[config.mk]
export PLATFORM = sky130hd
export DESIGN_NAME = sine_cfg_sequencer_flat
export DESIGN_NICKNAME = d
export VERILOG_FILES = /design/src/rtl/sine_pkg.sv /design/src/rtl/sine_cfg_sequencer_if.sv /design/src/rtl/sine_cfg_sequencer.sv /design/src/flat_wrapper.sv
export SDC_FILE = /design/constraint.sdc
export NUM_CORES = 1
export LEC_CHECK = 0
export BUFFER_PORTS_ARGS = -buffer_cell sky130_fd_sc_hd__buf_2
export CAP_MARGIN = 5
export CORE_MARGIN = 10
export CORE_UTILIZATION = 43
export DETAILED_ROUTE_END_ITERATION = 16
export GPL_TIMING_DRIVEN = 0
export PLACE_DENSITY = 0.71
export SLEW_MARGIN = 20
export SYNTH_ARGS = -nofsm -noshare
export SYNTH_HDL_FRONTEND = slang
export SYNTH_SLANG_ARGS = --single-unit
[constraint.sdc]
create_clock -name ACLK -period 10.45 [get_ports ACLK]
set_input_delay 2.09 -clock ACLK [delete_from_list [all_inputs] [get_ports ACLK]]
set_output_delay 2.09 -clock ACLK [all_outputs]
set_load 0.005 [all_outputs]
[src/rtl/sine_pkg.sv]
// Shared types and constants for the Sine ctrl_saxi configuration sequencer.
package sine_pkg;

  typedef enum logic [2:0] {
    ST_IDLE,
    ST_WR,
    ST_WR_RESP,
    ST_RD,
    ST_RD_DATA,
    ST_DONE,
    ST_ERR
  } seq_state_e;

  localparam logic [1:0] ERR_NONE     = 2'b00;
  localparam logic [1:0] ERR_RESP     = 2'b01;
  localparam logic [1:0] ERR_MISMATCH = 2'b10;
  localparam logic [1:0] ERR_TIMEOUT  = 2'b11;

  localparam logic [1:0] AXI_OKAY   = 2'b00;
  localparam logic [1:0] AXI_EXOKAY = 2'b01;
  localparam logic [1:0] AXI_SLVERR = 2'b10;
  localparam logic [1:0] AXI_DECERR = 2'b11;

  function automatic logic [31:0] cfg_word(input logic [127:0] words, input logic [1:0] idx);
    return words[{idx, 5'b00000} +: 32];
  endfunction

endpackage

[src/rtl/sine_cfg_sequencer_if.sv]
// AXI4-Lite bundle (32-bit address/data) between the sequencer and the Sine register slave.
interface sine_cfg_sequencer_if;

  logic [31:0] AWADDR;
  logic [2:0]  AWPROT;
  logic        AWVALID;
  logic        AWREADY;
  logic [31:0] WDATA;
  logic [3:0]  WSTRB;
  logic        WVALID;
  logic        WREADY;
  logic [1:0]  BRESP;
  logic        BVALID;
  logic        BREADY;
  logic [31:0] ARADDR;
  logic [2:0]  ARPROT;
  logic        ARVALID;
  logic        ARREADY;
  logic [31:0] RDATA;
  logic [1:0]  RRESP;
  logic        RVALID;
  logic        RREADY;

  modport master (
    output AWADDR, AWPROT, AWVALID, WDATA, WSTRB, WVALID, BREADY,
           ARADDR, ARPROT, ARVALID, RREADY,
    input  AWREADY, WREADY, BRESP, BVALID, ARREADY, RDATA, RRESP, RVALID
  );

  modport slave (
    input  AWADDR, AWPROT, AWVALID, WDATA, WSTRB, WVALID, BREADY,
           ARADDR, ARPROT, ARVALID, RREADY,
    output AWREADY, WREADY, BRESP, BVALID, ARREADY, RDATA, RRESP, RVALID
  );

endinterface

[src/rtl/sine_cfg_sequencer.sv]
// Writes C_NUM_REGS config words to the Sine ctrl_saxi block over AXI4-Lite,
// reads each one back for verification, and reports done or a coded error.
module sine_cfg_sequencer
  import sine_pkg::*;
#(
  parameter logic [31:0] C_BASE_ADDR = 32'h0000_0000,
  parameter int unsigned C_NUM_REGS  = 4,
  parameter int unsigned C_TIMEOUT   = 255
) (
  input  logic                        ACLK,
  input  logic                        ARESET,
  input  logic                        start,
  input  logic [127:0]                cfg_data,
  output logic                        busy,
  output logic                        done,
  output logic                        error,
  output logic [1:0]                  err_index,
  output logic [1:0]                  err_code,
  sine_cfg_sequencer_if.master        M_AXI
);

  localparam logic [1:0] LAST_IDX    = 2'(C_NUM_REGS - 1);
  localparam logic [7:0] TIMEOUT_LIM = 8'(C_TIMEOUT);

  seq_state_e   state_q, state_d;
  logic [1:0]   idx_q, idx_d;
  logic [127:0] shadow_q, shadow_d;
  logic [7:0]   cnt_q, cnt_d;
  logic         awvalid_q, awvalid_d;
  logic         wvalid_q, wvalid_d;
  logic         bready_q, bready_d;
  logic         arvalid_q, arvalid_d;
  logic         rready_q, rready_d;
  logic         busy_q, busy_d;
  logic         done_q, done_d;
  logic         error_q, error_d;
  logic [1:0]   err_index_q, err_index_d;
  logic [1:0]   err_code_q, err_code_d;

  logic         fail;
  logic [1:0]   fail_code;
  logic         aw_done, w_done, timeout;
  logic [31:0]  reg_addr;
  logic [31:0]  cur_word;

  assign reg_addr = C_BASE_ADDR + {28'd0, idx_q, 2'b00};
  assign cur_word = cfg_word(shadow_q, idx_q);
  assign timeout  = (cnt_q == TIMEOUT_LIM);

  assign M_AXI.AWADDR  = reg_addr;
  assign M_AXI.AWPROT  = 3'b000;
  assign M_AXI.AWVALID = awvalid_q;
  assign M_AXI.WDATA   = cur_word;
  assign M_AXI.WSTRB   = '1;
  assign M_AXI.WVALID  = wvalid_q;
  assign M_AXI.BREADY  = bready_q;
  assign M_AXI.ARADDR  = reg_addr;
  assign M_AXI.ARPROT  = 3'b000;
  assign M_AXI.ARVALID = arvalid_q;
  assign M_AXI.RREADY  = rready_q;

  assign busy      = busy_q;
  assign done      = done_q;
  assign error     = error_q;
  assign err_index = err_index_q;
  assign err_code  = err_code_q;

  always_comb begin
    state_d     = state_q;
    idx_d       = idx_q;
    shadow_d    = shadow_q;
    awvalid_d   = awvalid_q;
    wvalid_d    = wvalid_q;
    bready_d    = bready_q;
    arvalid_d   = arvalid_q;
    rready_d    = rready_q;
    busy_d      = busy_q;
    done_d      = 1'b0;
    error_d     = 1'b0;
    err_index_d = err_index_q;
    err_code_d  = err_code_q;
    fail        = 1'b0;
    fail_code   = ERR_NONE;
    aw_done     = !awvalid_q || M_AXI.AWREADY;
    w_done      = !wvalid_q || M_AXI.WREADY;

    case (state_q)
      ST_IDLE: begin
        if (start) begin
          shadow_d    = cfg_data;
          err_code_d  = ERR_NONE;
          err_index_d = '0;
          idx_d       = '0;
          busy_d      = 1'b1;
          awvalid_d   = 1'b1;
          wvalid_d    = 1'b1;
          state_d     = ST_WR;
        end
      end
      ST_WR: begin
        if (awvalid_q && M_AXI.AWREADY) awvalid_d = 1'b0;
        if (wvalid_q && M_AXI.WREADY)   wvalid_d  = 1'b0;
        if (aw_done && w_done) begin
          bready_d = 1'b1;
          state_d  = ST_WR_RESP;
        end else if (timeout) begin
          fail      = 1'b1;
          fail_code = ERR_TIMEOUT;
        end
      end
      ST_WR_RESP: begin
        if (M_AXI.BVALID) begin
          bready_d = 1'b0;
          if (M_AXI.BRESP == AXI_OKAY || M_AXI.BRESP == AXI_EXOKAY) begin
            arvalid_d = 1'b1;
            state_d   = ST_RD;
          end else begin
            fail      = 1'b1;
            fail_code = ERR_RESP;
          end
        end else if (timeout) begin
          fail      = 1'b1;
          fail_code = ERR_TIMEOUT;
        end
      end
      ST_RD: begin
        if (M_AXI.ARREADY) begin
          arvalid_d = 1'b0;
          rready_d  = 1'b1;
          state_d   = ST_RD_DATA;
        end else if (timeout) begin
          fail      = 1'b1;
          fail_code = ERR_TIMEOUT;
        end
      end
      ST_RD_DATA: begin
        // The index advance is folded into the read-data accept so a
        // zero-wait slave costs 4 cycles per register, not 5.
        if (M_AXI.RVALID) begin
          rready_d = 1'b0;
          if (M_AXI.RRESP != AXI_OKAY) begin
            fail      = 1'b1;
            fail_code = ERR_RESP;
          end else if (M_AXI.RDATA != cur_word) begin
            fail      = 1'b1;
            fail_code = ERR_MISMATCH;
          end else if (idx_q == LAST_IDX) begin
            done_d  = 1'b1;
            state_d = ST_DONE;
          end else begin
            idx_d     = idx_q + 2'd1;
            awvalid_d = 1'b1;
            wvalid_d  = 1'b1;
            state_d   = ST_WR;
          end
        end else if (timeout) begin
          fail      = 1'b1;
          fail_code = ERR_TIMEOUT;
        end
      end
      ST_DONE: begin
        busy_d  = 1'b0;
        state_d = ST_IDLE;
      end
      ST_ERR: begin
        busy_d  = 1'b0;
        state_d = ST_IDLE;
      end
      default: begin
        busy_d  = 1'b0;
        state_d = ST_IDLE;
      end
    endcase

    if (fail) begin
      state_d     = ST_ERR;
      error_d     = 1'b1;
      err_code_d  = fail_code;
      err_index_d = idx_q;
      awvalid_d   = 1'b0;
      wvalid_d    = 1'b0;
      bready_d    = 1'b0;
      arvalid_d   = 1'b0;
      rready_d    = 1'b0;
    end

    cnt_d = (state_d != state_q) ? '0 : cnt_q + 8'd1;
  end

  always_ff @(posedge ACLK or posedge ARESET) begin
    if (ARESET) begin
      state_q     <= ST_IDLE;
      idx_q       <= '0;
      shadow_q    <= '0;
      cnt_q       <= '0;
      awvalid_q   <= 1'b0;
      wvalid_q    <= 1'b0;
      bready_q    <= 1'b0;
      arvalid_q   <= 1'b0;
      rready_q    <= 1'b0;
      busy_q      <= 1'b0;
      done_q      <= 1'b0;
      error_q     <= 1'b0;
      err_index_q <= '0;
      err_code_q  <= ERR_NONE;
    end else begin
      state_q     <= state_d;
      idx_q       <= idx_d;
      shadow_q    <= shadow_d;
      cnt_q       <= cnt_d;
      awvalid_q   <= awvalid_d;
      wvalid_q    <= wvalid_d;
      bready_q    <= bready_d;
      arvalid_q   <= arvalid_d;
      rready_q    <= rready_d;
      busy_q      <= busy_d;
      done_q      <= done_d;
      error_q     <= error_d;
      err_index_q <= err_index_d;
      err_code_q  <= err_code_d;
    end
  end

endmodule

[src/flat_wrapper.sv]
// flat-port wrapper written by rule: the top's interface ports become plain ports
module sine_cfg_sequencer_flat import sine_pkg::*;
#(
  parameter logic [31:0] C_BASE_ADDR = 32'h0000_0000,
  parameter int unsigned C_NUM_REGS  = 4,
  parameter int unsigned C_TIMEOUT   = 255
)
  (ACLK, ARESET, start, cfg_data, busy, done, error, err_index, err_code, M_AXI_AWADDR, M_AXI_AWPROT, M_AXI_AWVALID, M_AXI_WDATA, M_AXI_WSTRB, M_AXI_WVALID, M_AXI_BREADY, M_AXI_ARADDR, M_AXI_ARPROT, M_AXI_ARVALID, M_AXI_RREADY, M_AXI_AWREADY, M_AXI_WREADY, M_AXI_BRESP, M_AXI_BVALID, M_AXI_ARREADY, M_AXI_RDATA, M_AXI_RRESP, M_AXI_RVALID);
  sine_cfg_sequencer_if M_AXI_i ();
  input  logic ACLK;
  input  logic ARESET;
  input  logic start;
  input  logic [127:0] cfg_data;
  output logic busy;
  output logic done;
  output logic error;
  output logic [1:0] err_index;
  output logic [1:0] err_code;
  output wire logic [$bits(M_AXI_i.AWADDR)-1:0] M_AXI_AWADDR;
  output wire logic [$bits(M_AXI_i.AWPROT)-1:0] M_AXI_AWPROT;
  output wire logic [$bits(M_AXI_i.AWVALID)-1:0] M_AXI_AWVALID;
  output wire logic [$bits(M_AXI_i.WDATA)-1:0] M_AXI_WDATA;
  output wire logic [$bits(M_AXI_i.WSTRB)-1:0] M_AXI_WSTRB;
  output wire logic [$bits(M_AXI_i.WVALID)-1:0] M_AXI_WVALID;
  output wire logic [$bits(M_AXI_i.BREADY)-1:0] M_AXI_BREADY;
  output wire logic [$bits(M_AXI_i.ARADDR)-1:0] M_AXI_ARADDR;
  output wire logic [$bits(M_AXI_i.ARPROT)-1:0] M_AXI_ARPROT;
  output wire logic [$bits(M_AXI_i.ARVALID)-1:0] M_AXI_ARVALID;
  output wire logic [$bits(M_AXI_i.RREADY)-1:0] M_AXI_RREADY;
  input wire logic [$bits(M_AXI_i.AWREADY)-1:0] M_AXI_AWREADY;
  input wire logic [$bits(M_AXI_i.WREADY)-1:0] M_AXI_WREADY;
  input wire logic [$bits(M_AXI_i.BRESP)-1:0] M_AXI_BRESP;
  input wire logic [$bits(M_AXI_i.BVALID)-1:0] M_AXI_BVALID;
  input wire logic [$bits(M_AXI_i.ARREADY)-1:0] M_AXI_ARREADY;
  input wire logic [$bits(M_AXI_i.RDATA)-1:0] M_AXI_RDATA;
  input wire logic [$bits(M_AXI_i.RRESP)-1:0] M_AXI_RRESP;
  input wire logic [$bits(M_AXI_i.RVALID)-1:0] M_AXI_RVALID;
  assign M_AXI_AWADDR = M_AXI_i.AWADDR;
  assign M_AXI_AWPROT = M_AXI_i.AWPROT;
  assign M_AXI_AWVALID = M_AXI_i.AWVALID;
  assign M_AXI_WDATA = M_AXI_i.WDATA;
  assign M_AXI_WSTRB = M_AXI_i.WSTRB;
  assign M_AXI_WVALID = M_AXI_i.WVALID;
  assign M_AXI_BREADY = M_AXI_i.BREADY;
  assign M_AXI_ARADDR = M_AXI_i.ARADDR;
  assign M_AXI_ARPROT = M_AXI_i.ARPROT;
  assign M_AXI_ARVALID = M_AXI_i.ARVALID;
  assign M_AXI_RREADY = M_AXI_i.RREADY;
  assign M_AXI_i.AWREADY = M_AXI_AWREADY;
  assign M_AXI_i.WREADY = M_AXI_WREADY;
  assign M_AXI_i.BRESP = M_AXI_BRESP;
  assign M_AXI_i.BVALID = M_AXI_BVALID;
  assign M_AXI_i.ARREADY = M_AXI_ARREADY;
  assign M_AXI_i.RDATA = M_AXI_RDATA;
  assign M_AXI_i.RRESP = M_AXI_RRESP;
  assign M_AXI_i.RVALID = M_AXI_RVALID;
  sine_cfg_sequencer #(.C_BASE_ADDR(C_BASE_ADDR), .C_NUM_REGS(C_NUM_REGS), .C_TIMEOUT(C_TIMEOUT)) u_core (.ACLK(ACLK), .ARESET(ARESET), .start(start), .cfg_data(cfg_data), .busy(busy), .done(done), .error(error), .err_index(err_index), .err_code(err_code), .M_AXI(M_AXI_i));
endmodule
## Word level (Yosys, flattened, before mapping)

Index checks and enable logic that the tools add are counted.

- Flip-flop bits (word level): 153
- Bits in latches: 0
- RAM bits: 0
- Memory bits (read-only): 0
- Bits of input ports: 172
- Logic and storage cells: 141
- Memories: 0

- Add/sub/neg operators: 2
- Multiply operators: 0
- Divide/modulo/power cells: 0
- $lt $le $gt $ge: 0
- Eq/ne operators: 25
- Shift operators: 1
- Mux-type cells: 70
- Bitwise operators: 1
- Reduce and logical (&&, ||, !) cells: 28

Operator list:

| operator | number |
|---|---|
| indexed part select 128 x 8 -> 32 bit | 1 |
| two-way mux 1 bit | 34 |
| inequality test 32 bit | 1 |
| two-way mux 2 bit | 15 |
| two-way mux 3 bit | 10 |
| inequality test 3 x 2 -> 1 bit, second input constant | 7 |
| case mux 3 bit (5 select lines) | 1 |
| AND reduction 7 bit | 2 |
| inequality test 3 x 1 -> 1 bit, second input constant | 4 |
| inequality test 2 bit, second input constant | 5 |
| nonzero test 3 bit | 3 |
| adder 8 x 1 -> 8 bit, second input constant | 1 |
| == test 8 bit, second input constant | 1 |
| two-way mux 8 bit | 1 |
| case mux 1 bit (2 select lines) | 4 |
| case mux 2 bit (4 select lines) | 1 |
| nonzero test 2 bit | 4 |
| == test 3 x 2 -> 1 bit, second input constant | 2 |
| case mux 1 bit (3 select lines) | 2 |
| AND reduction 2 bit | 3 |
| AND reduction 3 bit | 2 |
| AND reduction 6 bit | 1 |
| case mux 1 bit (4 select lines) | 1 |
| case mux 2 bit (2 select lines) | 1 |
| other kinds (15) | 20 |

## Logic depth before layout (Yosys ltp)

- Word-level depth: 9
- Gate-level depth with buffers: 10
- Mapped depth without buffers: 7

## Worst setup path before layout

No wires, ideal clock.

- Kind: in2reg
- Start: in M_AXI_BVALID
- End: reg u_core.err_code_q[1], in the netlist u_core.err_code[1]
- Library setup time: 0.124 ns
- Data arrival time: 3.817 ns
- Path slack: 6.509 ns
- Stages: 6
- Path buffers: 0
- Path through: or3b_2 -> a2111oi_0 -> a21oi_1 -> and3_1 -> nor3_1 -> o21bai_1

- Longest elaborated chain between the ends: 4
- Elaborated cells between the ends (all ways): 8
- Those cells by class: mux (5); reduce/logical (3)

Ends and longest elaborated chain:

| item | RTL line | RTL |
|---|---|---|
| start: declaration | flat_wrapper.sv:33 | `input wire logic [$bits(M_AXI_i.BVALID)-1:0] M_AXI_BVALID;` |
| two-way mux 1 bit | sine_cfg_sequencer.sv:112 | `if (M_AXI.BVALID) begin` |
| case mux 1 bit (4 select lines) | sine_cfg_sequencer.sv:87 | `case (state_q)` |
| nonzero test 2 bit (no source line) | n/a |  |
| AND reduction 2 bit (no source line) | n/a |  |
| end signal: assignment | sine_cfg_sequencer.sv:220 | `err_code_q <= err_code_d;` |
| end: declaration | sine_cfg_sequencer.sv:38 | `logic [1:0] err_code_q, err_code_d;` |

Several ways; a longest one is shown, not always the timed one.
A chain may end at the register's enable or synchronous reset.

## Final worst setup path

- Start: reg u_core.idx_q[0]
- End: out M_AXI_WDATA[4]

- Longest elaborated chain between the ends: 1

Ends and longest elaborated chain:

| item | RTL line | RTL |
|---|---|---|
| start: declaration | sine_cfg_sequencer.sv:26 | `logic [1:0] idx_q, idx_d;` |
| start signal: assignment | sine_cfg_sequencer.sv:208 | `idx_q <= idx_d;` |
| indexed part select 128 x 8 -> 32 bit | sine_pkg.sv:25 | `return words[{idx, 5'b00000} +: 32];` |
| end: declaration | flat_wrapper.sv:22 | `output wire logic [$bits(M_AXI_i.WDATA)-1:0] M_AXI_WDATA;` |

No other way between the ends.

==> flow_summary.toml <==
[sta]
worst_pin_slew_ns = 0.878
layout_min_cycle_time_ns = 4.35
clock_skew_ns = 0.0217
rsz0062_at_grt = "no"
postLayoutSetupSlackWorst_ns = 6.10
hold_violations = 0
final.period_utilization_pct = 41.6
setup_viol = 0
fmax_ghz = 0.230
fin_tns_setup_ns = 0
relSlewSlack_pct = 41.3
final_max_slew_viol_count = 0
whs_ns = 0.472

[die]
die_w_um = 155
fp-row-count = 49
die_area_um2 = 24200
ios = 290
die_h_um = 155
start_util_pct = 43.7
fp.coreArea_um2 = 18000

[clock_network]
insertion_delay_ns = 0.43
numClockSinks = 153
path_clk_slew_ns = 0.06
cts_max_level = 4
post-cts-setup-buffer-count = 0
cts_root_buf = "clkbuf_16"
cts.repair.resized = 0
cts_tree = "yes"
cts-buffers-inserted = 17
clk_path_buf_depth = 2
hold_buffers = 0

[setup_path]
arrival_ns = 2.26
critical_path_class = "reg -> out"
end_kind = "output port"
cp.required_ns = 8.36
cp_max_fo = 10
startpoint_type = "flip-flop"

[global_routing]
grt_pass1_vias = 7180
grt_start_max_net_pins = 87
grt_remaining_overflow = 0
track_usage_pct = 21.4
antenna_found_initial = 4
grt_pass1_wl_mm = 40.1

[synthesis]
synth_common_cells = "401 x nand2_1, 153 x dfrtp_1, 74 x buf_4"
netlist.area_leader.share_pct = 48.6
avgSynthCellArea_um2 = 9.31
syn-cell-area_um2 = 7890
ys_types = 52
yosys_warnings = 0
synthTopCellsByArea = "dfrtp_1 49%, nand2_1 19%, mux4_2 8.9%, buf_4 7.0%, xnor2_1 3.7%"
synth-seq-area-share_pct = 48.6
ys_async_sr_fraction_pct = 100
synth_edf_count = 0
synthCells = 847
synth.most_common_cell = "nand2_1"
synth.largest_area_cell = "dfrtp_1"
synthFlopType = "dfrtp_1"
ys_seq_elements = 153

[power]
ir_drop_v = 0.000142
powerDensity_nw_per_um2 = 252
p_leak_nw = 5.41

[cells_and_area]
syn2layout_area_growth_pct = 28.3
drive_gt1_share_pct = 32.0
nets = 1327
fin_util_pct = 56.1

[placement]
place.gp.congestion = 0.890
port_buffers = 218
place_hpwl_mm = 20.1
place_ws_ns = 5.90

[min_path]
hp-class = "reg -> reg"

[detailed_routing]
drtIter0Drc = 467
routedWlPerCell_um = 18.8
routed_wl_mm = 26.3
detail-route-antenna-nets = 0
route.vias.total = 6846
drc = 0
dr.pass1.iters = 5
vias_per_cell = 4.90

[flow_run]
maxCapViolCount = 0

[status]
status = "complete, no violations"
report_power, final:
group	internal, mW	leakage, nW	total (mW)	switching (mW)
logic	0.396	3.22	0.965	0.570
registers	0.852	1.92	0.990	0.138
clock network	0.340	0.269	0.593	0.253
total	1.59	5.41	2.55	0.961
state kept, by name, summed over array words and instances, names as in the netlist, 2 cells and up:
signal	flops
u_core.idx_q	2
u_core.err_index	2
u_core.state_q	3
u_core.cnt_q	8
u_core.shadow_q	128
u_core.err_code	2
placed cells by master (no fill, tap or decap), types with 4 or more instances in the layout:
cell type / instances
o21ai_0: 9
a21oi_1: 5
nor2_1: 9
mux4_2: 31
nand3_1: 9
clkbuf_16: 17
clkbuf_1: 34
nand4_1: 8
buf_4: 74
and3_1: 4
buf_2: 220
xor2_1: 4
nor4_1: 8
dfrtp_1: 153
clkinv_2: 4
nor3_1: 7
nor2b_1: 4
nand2_1: 401
xnor2_1: 33
conb_1: 70
path summary, 6_finish.rpt:
| path | from | to | slack (ns) | cells past startpoint |
|---|---|---|---|---|
| setup / recovery | u_core.idx_q[0]$_DFFE_PP0P_ | M_AXI_WDATA[4] | 6.10 | 5 |
| hold reg to reg | u_core.shadow_q[40]$_DFFE_PP0P_ | u_core.shadow_q[40]$_DFFE_PP0P_ | 0.47 | 2 |
| max in group asynchronous | ARESET | u_core.shadow_q[32]$_DFFE_PP0P_ | 7.95 | 3 |
| min in group asynchronous | ARESET | u_core.cnt_q[3]$_DFF_PP0_ | 1.72 | 2 |
| setup reg to reg | u_core.idx_q[1]$_DFFE_PP0P_ | u_core.state_q[0]$_DFF_PP0_ | 6.82 | 10 |
| hold / removal | u_core.shadow_q[40]$_DFFE_PP0P_ | u_core.shadow_q[40]$_DFFE_PP0P_ | 0.47 | 2 |
kinds of logic after synthesis:
group / count (synthesis) / synth area share [%]
AOI/OAI and AO/OA: 37 / 3.57
buffers and inverters: 117 / 9.62
muxes: 33 / 9.31
other: 2 / 0.0952
adders and majority gates: 2 / 0.317
and+or+nand+nor: 465 / 24.2
DFF: 153 / 48.6
xor gates and xnor gates: 38 / 4.32
layer usage:
layer	track usage [%]	wire length, um	part of all wire (%)
met2	35.0	13000	50
met4	7.66	635	2.4
met5	0	22	0.084
met3	6.12	2300	8.7
met1	26.5	10300	39
cell type report:
class | instances | area, um2
tap | 229 | 287
buffer | 113 | 743
inverter | 4 | 22.5
timing repair buffer | 219 | 1120
multi-input combinational | 645 | 3550
fill | 1632 | 7910
antenna | 2 | 5.00
clock inverter | 11 | 98.8
clock buffer | 21 | 460
sequential | 153 | 3830
critical path, stage by stage, from the launching register on:
cell and delay, ns:
dfrtp_1 0.40, buf_4 0.28, buf_6 0.23, buf_2 0.35, mux4_2 0.41, buf_2 0.16
through the flow:
step	total power, mW	cells	area, um2
4_1_cts	2.56	1395	10100
3_5_place_dp	1.96	1363	9550
6_report	2.55	1397	10100
5_1_grt	2.72	1397	10100
2_1_floorplan	1.59	915	8140
3_3_place_gp	1.93	1362	9520
Note: power is estimated with default switching activity, not from simulation.
